`config.mk`:
```
export PLATFORM = sky130hd
export DESIGN_NAME = div_acc_seq_flat
export DESIGN_NICKNAME = d
export VERILOG_FILES = /design/src/rtl/div_acc_seq_if.sv /design/src/rtl/div_acc_seq.sv /design/src/flat_wrapper.sv
export SDC_FILE = /design/constraint.sdc
export NUM_CORES = 1
export LEC_CHECK = 0
export ABC_AREA = 1
export BUFFER_PORTS_ARGS = -buffer_cell sky130_fd_sc_hd__buf_2
export CAP_MARGIN = 25
export CORE_MARGIN = 4
export CORE_UTILIZATION = 53
export CTS_CLUSTER_SIZE = 14
export DETAILED_ROUTE_END_ITERATION = 10
export PLACE_DENSITY = 0.86
export SLEW_MARGIN = 20
export SYNTH_ARGS = -nofsm -noshare
export SYNTH_HDL_FRONTEND = slang
export SYNTH_SLANG_ARGS = --single-unit
```
`constraint.sdc`:
```
create_clock -name Clk -period 2.9 [get_ports Clk]
set_input_delay 0.435 -clock Clk [delete_from_list [all_inputs] [get_ports Clk]]
set_output_delay 0.435 -clock Clk [all_outputs]
set_load 0.1 [all_outputs]
```
`src/rtl/div_acc_seq_if.sv`:
```
`default_nettype none
// ============================================================================
// Module  : div_acc_seq_if
// Purpose : Bundle of the divide-accelerator sequencer signals. The ctrl
//           side (trigger, operands, abort) and the write-mux side
//           (memory / D-register / PC write strobes) meet here.
// Ports   : master - ctrl / pipeline view (drives trigger, observes results)
//           slave  - sequencer view (observes trigger, drives results)
// Revision: 1.0 - initial release
// ============================================================================
interface div_acc_seq_if #(
  parameter int WIDTH = 16
);
  logic             StartDiv102;
  logic [WIDTH-1:0] Divident;
  logic [WIDTH-1:0] Divisor;
  logic [WIDTH-1:0] ExitPc;
  logic             Abort;
  logic             Busy;
  logic             Reject;
  logic             AccMWrEn;
  logic [WIDTH-1:0] AccMAddr;
  logic [WIDTH-1:0] AccMData;
  logic             AccDWrEn;
  logic [WIDTH-1:0] AccDData;
  logic             AccPcLoad;
  logic [WIDTH-1:0] AccPcVal;
  logic             Done;

  modport master (
    output StartDiv102, Divident, Divisor, ExitPc, Abort,
    input  Busy, Reject, AccMWrEn, AccMAddr, AccMData,
           AccDWrEn, AccDData, AccPcLoad, AccPcVal, Done
  );

  modport slave (
    input  StartDiv102, Divident, Divisor, ExitPc, Abort,
    output Busy, Reject, AccMWrEn, AccMAddr, AccMData,
           AccDWrEn, AccDData, AccPcLoad, AccPcVal, Done
  );
endinterface
`default_nettype wire

```
`src/rtl/div_acc_seq.sv`:
```
`default_nettype none
// ============================================================================
// Module  : div_acc_seq
// Purpose : Divide-loop accelerator sequencer. On an accepted StartDiv102 it
//           latches dividend/divisor/exit PC, runs a restoring shift-subtract
//           divide (one bit per cycle), converts the result to the values the
//           native "subtract until <= 0" loop leaves behind, then writes
//           M[Q_ADDR], M[R_ADDR], D and loads the loop-exit PC.
// Ports   : Clk    - core clock
//           Reset  - asynchronous active-low reset
//           bus    - div_acc_seq_if.slave: trigger/operands/abort in,
//                    Busy/Reject/write strobes/Done out
// Revision: 1.0 - initial release
// ============================================================================
module div_acc_seq #(
  parameter int WIDTH  = 16,
  parameter int Q_ADDR = 1,
  parameter int R_ADDR = 2
) (
  input  wire logic     Clk,
  input  wire logic     Reset,
  div_acc_seq_if.slave  bus
);

  localparam int CNT_W = $clog2(WIDTH);

  localparam logic [2:0] S_IDLE = 3'd0;
  localparam logic [2:0] S_DIV  = 3'd1;
  localparam logic [2:0] S_FIX  = 3'd2;
  localparam logic [2:0] S_WB_Q = 3'd3;
  localparam logic [2:0] S_WB_R = 3'd4;

  logic [2:0]       r_state;
  logic [2:0]       w_nextState;

  logic [WIDTH-1:0] r_dividend;
  logic [WIDTH-1:0] r_divisor;
  logic [WIDTH-1:0] r_quot;
  logic [WIDTH-1:0] r_rem;
  logic [CNT_W-1:0] r_count;
  logic [WIDTH-1:0] r_exitPc;

  logic             r_reject;
  logic [WIDTH-1:0] r_mAddr;
  logic [WIDTH-1:0] r_mData;
  logic [WIDTH-1:0] r_dData;
  logic [WIDTH-1:0] r_pcVal;

  logic             w_trigger;
  logic             w_opsOk;
  logic [WIDTH-1:0] w_shift;
  logic             w_geq;
  logic [WIDTH-1:0] w_qFinal;
  logic [WIDTH-1:0] w_rFinal;

  logic             w_busy;
  logic             w_mWrEn;
  logic             w_dWrEn;
  logic             w_pcLoad;
  logic             w_done;

  // Abort in the same cycle as the trigger wins: no accept, no reject.
  assign w_trigger = bus.StartDiv102 && !bus.Abort;

  // Both operands must be strictly positive when read as signed.
  assign w_opsOk = !bus.Divident[WIDTH-1] && (bus.Divident != '0) &&
                   !bus.Divisor[WIDTH-1]  && (bus.Divisor  != '0);

  // Partial remainder is always below the divisor (< 2^(WIDTH-1)), so the
  // left shift never loses a set bit.
  assign w_shift = {r_rem[WIDTH-2:0], r_dividend[r_count]};
  assign w_geq   = (w_shift >= r_divisor);

  // The native loop exits one subtraction past floor(X/Y) unless the
  // division was exact, leaving a negative remainder in that case.
  assign w_qFinal = (r_rem == '0) ? r_quot : r_quot + WIDTH'(1);
  assign w_rFinal = (r_rem == '0) ? '0     : r_rem - r_divisor;

  // State register
  always_ff @(posedge Clk or negedge Reset) begin
    if (!Reset) begin
      r_state <= S_IDLE;
    end else begin
      r_state <= w_nextState;
    end
  end

  // Next-state logic
  always_comb begin
    w_nextState = r_state;
    case (r_state)
      S_IDLE: if (w_trigger && w_opsOk) w_nextState = S_DIV;
      S_DIV: begin
        if (bus.Abort)              w_nextState = S_IDLE;
        else if (r_count == '0)     w_nextState = S_FIX;
      end
      S_FIX:  w_nextState = bus.Abort ? S_IDLE : S_WB_Q;
      S_WB_Q: w_nextState = S_WB_R;
      S_WB_R: w_nextState = S_IDLE;
      default: w_nextState = S_IDLE;
    endcase
  end

  // Output decode
  always_comb begin
    w_busy   = (r_state != S_IDLE);
    w_mWrEn  = 1'b0;
    w_dWrEn  = 1'b0;
    w_pcLoad = 1'b0;
    w_done   = 1'b0;
    case (r_state)
      S_WB_Q: w_mWrEn = 1'b1;
      S_WB_R: begin
        w_mWrEn  = 1'b1;
        w_dWrEn  = 1'b1;
        w_pcLoad = 1'b1;
        w_done   = 1'b1;
      end
      default: ;
    endcase
  end

  // Datapath and registered output values. Write data is staged one state
  // ahead so it is stable for the whole write cycle and then simply holds.
  always_ff @(posedge Clk or negedge Reset) begin
    if (!Reset) begin
      r_dividend <= '0;
      r_divisor  <= '0;
      r_quot     <= '0;
      r_rem      <= '0;
      r_count    <= '0;
      r_exitPc   <= '0;
      r_reject   <= 1'b0;
      r_mAddr    <= '0;
      r_mData    <= '0;
      r_dData    <= '0;
      r_pcVal    <= '0;
    end else begin
      r_reject <= 1'b0;
      case (r_state)
        S_IDLE: begin
          if (w_trigger) begin
            if (w_opsOk) begin
              r_dividend <= bus.Divident;
              r_divisor  <= bus.Divisor;
              r_exitPc   <= bus.ExitPc;
              r_quot     <= '0;
              r_rem      <= '0;
              r_count    <= CNT_W'(WIDTH - 2);
            end else begin
              r_reject <= 1'b1;
            end
          end
        end
        S_DIV: begin
          r_rem           <= w_geq ? (w_shift - r_divisor) : w_shift;
          r_quot[r_count] <= w_geq;
          r_count         <= r_count - CNT_W'(1);
        end
        S_FIX: begin
          if (!bus.Abort) begin
            r_quot  <= w_qFinal;
            r_rem   <= w_rFinal;
            r_mAddr <= WIDTH'(Q_ADDR);
            r_mData <= w_qFinal;
          end
        end
        S_WB_Q: begin
          r_mAddr <= WIDTH'(R_ADDR);
          r_mData <= r_rem;
          r_dData <= r_rem;
          r_pcVal <= r_exitPc;
        end
        default: ;
      endcase
    end
  end

  assign bus.Busy      = w_busy;
  assign bus.Reject    = r_reject;
  assign bus.AccMWrEn  = w_mWrEn;
  assign bus.AccMAddr  = r_mAddr;
  assign bus.AccMData  = r_mData;
  assign bus.AccDWrEn  = w_dWrEn;
  assign bus.AccDData  = r_dData;
  assign bus.AccPcLoad = w_pcLoad;
  assign bus.AccPcVal  = r_pcVal;
  assign bus.Done      = w_done;

endmodule
`default_nettype wire

```
`src/flat_wrapper.sv`:
```
// flat-port wrapper written by rule: the top's interface ports become plain ports
module div_acc_seq_flat 
#(
  parameter int WIDTH  = 16,
  parameter int Q_ADDR = 1,
  parameter int R_ADDR = 2
)
  (Clk, Reset, bus_StartDiv102, bus_Divident, bus_Divisor, bus_ExitPc, bus_Abort, bus_Busy, bus_Reject, bus_AccMWrEn, bus_AccMAddr, bus_AccMData, bus_AccDWrEn, bus_AccDData, bus_AccPcLoad, bus_AccPcVal, bus_Done);
  div_acc_seq_if #(.WIDTH(WIDTH)) bus_i ();
  input  wire logic Clk;
  input  wire logic Reset;
  input wire logic [$bits(bus_i.StartDiv102)-1:0] bus_StartDiv102;
  input wire logic [$bits(bus_i.Divident)-1:0] bus_Divident;
  input wire logic [$bits(bus_i.Divisor)-1:0] bus_Divisor;
  input wire logic [$bits(bus_i.ExitPc)-1:0] bus_ExitPc;
  input wire logic [$bits(bus_i.Abort)-1:0] bus_Abort;
  output wire logic [$bits(bus_i.Busy)-1:0] bus_Busy;
  output wire logic [$bits(bus_i.Reject)-1:0] bus_Reject;
  output wire logic [$bits(bus_i.AccMWrEn)-1:0] bus_AccMWrEn;
  output wire logic [$bits(bus_i.AccMAddr)-1:0] bus_AccMAddr;
  output wire logic [$bits(bus_i.AccMData)-1:0] bus_AccMData;
  output wire logic [$bits(bus_i.AccDWrEn)-1:0] bus_AccDWrEn;
  output wire logic [$bits(bus_i.AccDData)-1:0] bus_AccDData;
  output wire logic [$bits(bus_i.AccPcLoad)-1:0] bus_AccPcLoad;
  output wire logic [$bits(bus_i.AccPcVal)-1:0] bus_AccPcVal;
  output wire logic [$bits(bus_i.Done)-1:0] bus_Done;
  assign bus_i.StartDiv102 = bus_StartDiv102;
  assign bus_i.Divident = bus_Divident;
  assign bus_i.Divisor = bus_Divisor;
  assign bus_i.ExitPc = bus_ExitPc;
  assign bus_i.Abort = bus_Abort;
  assign bus_Busy = bus_i.Busy;
  assign bus_Reject = bus_i.Reject;
  assign bus_AccMWrEn = bus_i.AccMWrEn;
  assign bus_AccMAddr = bus_i.AccMAddr;
  assign bus_AccMData = bus_i.AccMData;
  assign bus_AccDWrEn = bus_i.AccDWrEn;
  assign bus_AccDData = bus_i.AccDData;
  assign bus_AccPcLoad = bus_i.AccPcLoad;
  assign bus_AccPcVal = bus_i.AccPcVal;
  assign bus_Done = bus_i.Done;
  div_acc_seq #(.WIDTH(WIDTH), .Q_ADDR(Q_ADDR), .R_ADDR(R_ADDR)) u_core (.Clk(Clk), .Reset(Reset), .bus(bus_i));
endmodule
```
==> results.ini <==
[die]
initial_core_util_pct=54.5
rows=47
die_x_um=139
core-area_um2=16700
num_io_pins=122
die-height_um=139
die-area_um2=19300

[sta]
fin_crit_ns=2.83
finalHoldViolations=0
holdWs_ns=0.00521
finClkSkew_ns=0.00862
fmax_mhz=353
relSlewSlack_pct=41.0
fin_crit_sh_pct=97.7
rsz0062_at_grt=true
slew_violations=0
tightestPinTransition_ns=0.884
setup_viol=0

[yosys]
ys_seq_elements=138
syn_inst=1313
synth_area_um2=9100
synth_area_leaders=dfrtp_1, nand2_1, inv_1, ha_1, nor2_1
yosys.area.top_type=dfrtp_1
syn_avg_cell_area_um2=6.93
synthDistinctLibCells=38
ys_top_cells_by_count=nand2_1, inv_1, dfrtp_1
ys_seq_area_share_pct=37.9
yosys_warnings=0
synth-async-reset-ratio_pct=100
synth.most_common_cell=nand2_1
ys.flop_type=dfrtp_1
synth_edf_count=0
synth.top_cell.area_share_pct=37.9

[clock_network]
cts_tree=built
clk_path_buf_depth=2
clock_latency_ns=0.43
cts_buffers=17
cts.htree.levels=4
path_clk_slew_ns=0.06
postCtsHoldBufs=0
cts.sinks=138
ctsRootBufferMaster=clkbuf_16

[grt]
grt_pass1_wl_mm=42.4
antenna_found_initial=0
grt_pass1_vias=8751
grt_start_max_net_pins=71
gr-total-overflow=0
grt_usage_pct=26.8

[worst_setup_path]
path_max_fanout=6
crit_family=simple AND/OR/NAND/NOR gates
required_ns=3.25
critPathMaxStageDelay_ns=0.45
critPathCaptureType=flop
worstPathBufferInverterCount=4
worstPathCellList=buf_6 -> nor2_1 -> nor2_1 -> o21ai_0 -> o21ai_1 -> nand2_1 -> nand2_1 -> nor2_2 -> ha_2 -> fa_2 -> inv_2 -> nand3_2 -> nand2_4 -> nand2_4 -> nand3_4 -> nand2_4 -> nand2_8 -> buf_4 -> buf_4 -> nand2_1 -> nand3_1 -> a21boi_1
start_kind=flop
critPathKind=flop to flop
cp_slowest_cell=dfrtp_2
cp.arrival_ns=3.18

[detailed_routing]
drt-total-wl_mm=26.0
drtIter0Drc=817
ant_nets=0
vias_per_cell=5.45
wl_per_cell_um=15.7
drc_errors=0
dr.pass1.iters=7
num_vias=9039

[final_layout]
n_antenna_cell=0
fin_nets=1516
area_delta_synth_final_pct=15.6
drive_gt1_share_pct=14.9

[flow_run]
cap_violations=0

[place]
gp_congestion=0.968
place_hpwl_mm=18.9
io_buffers=107

[run_status]
status=finished, final reports clean

[min_path]
holdCritPathClass=primary input to async pin

placed cells by master, fill, tap and decap left out, types with 13 or more instances in the layout:
master	n
o21ai_1	30
xor2_1	13
ha_1	36
inv_1	165
nor2_1	110
o21ai_0	71
buf_4	22
nand4_1	13
buf_2	105
dfrtp_1	136
a22oi_1	15
conb_1	14
a21oi_1	23
clkbuf_16	17
nand2_1	454
nand3_1	80
layout make-up:
class | instances | area, um2
well taps | 220 | 275
repair buffers | 134 | 791
inverters | 177 | 673
repair inverters | 1 | 5.00
clock inverters | 6 | 63.8
clock buffers | 26 | 489
multi-input cells | 956 | 4770
fillers | 1464 | 6180
flip-flops and latches | 138 | 3460
stage by stage:
stage	worst slack, ns	instance area [um2]	std cells	utilization (%)	setup TNS (ns)
floorplan	0.0488	9150	1326	-	0
global placement	0.0821	9790	1617	58.6	0
finish	0.0668	10500	1658	63.0	0
detailed placement	-0.132	9790	1617	58.6	-2.61
CTS	0.00135	10400	1649	62.1	0
global route	-0.154	10500	1658	63.0	-1.16
routing by layer:
metal / global-route usage (%) / vias to the layer above / wire length [um]
met2: 43.5 / 436 / 12000
met5: 0 / - / 0
met1: 34.4 / 4174 / 10900
li1: - / 4345 / -
met4: 12.4 / 0 / 1050
met3: 6.03 / 84 / 2050
timing repair:
action / CTS / global route
resized for setup: 7 / 33
cloned: 0 / 1
pin swaps: 0 / 15
setup buffers: 0 / 8
setup endpoints to repair: 32 / 32
flip-flops by register name (all words and copies together) (netlist names):
name,cells
u_core.r_rem,16
u_core.r_state,3
u_core.r_count,4
u_core.bus.AccMData,16
u_core.r_dividend,16
u_core.r_quot,16
u_core.bus.AccDData,16
u_core.bus.AccPcVal,16
u_core.bus.Reject,1
u_core.r_exitPc,16
u_core.bus.AccMAddr,2
u_core.r_divisor,16
path summary, 6_finish.rpt:
path / cells after the start / from / slack, ns / end
max: 22 / u_core.r_count[0] / 0.07 / u_core.r_rem[0]
max in group asynchronous: 2 / Reset / 2.14 / u_core.r_divisor[10]
min: 1 / Reset / 0.005 / u_core.r_divisor[4]
min reg2reg: 2 / u_core.r_exitPc[4] / 0.47 / u_core.bus.AccPcVal[4]
min in group Clk: 3 / bus_ExitPc[6] / 0.20 / u_core.r_exitPc[6]
max reg2reg: 22 / u_core.r_count[0] / 0.07 / u_core.r_rem[0]
kinds of logic (layout without fill, tap and decap cells):
kind of cell	count (synthesis)	in the layout	share of synthesized area (%)
adder cells (fa/ha/maj)	39	39	5.53
AND/OR/NAND/NOR	703	703	31.9
flip-flops	138	138	37.9
AO/OA/AOI/OAI	175	175	11.0
other	1	14	0.0412
XOR/XNOR	25	25	2.41
buffers and inverters	232	344	11.2
Power is not shown: default switching activity piles up to over one toggle a cycle in this logic, so the estimate is an artifact.
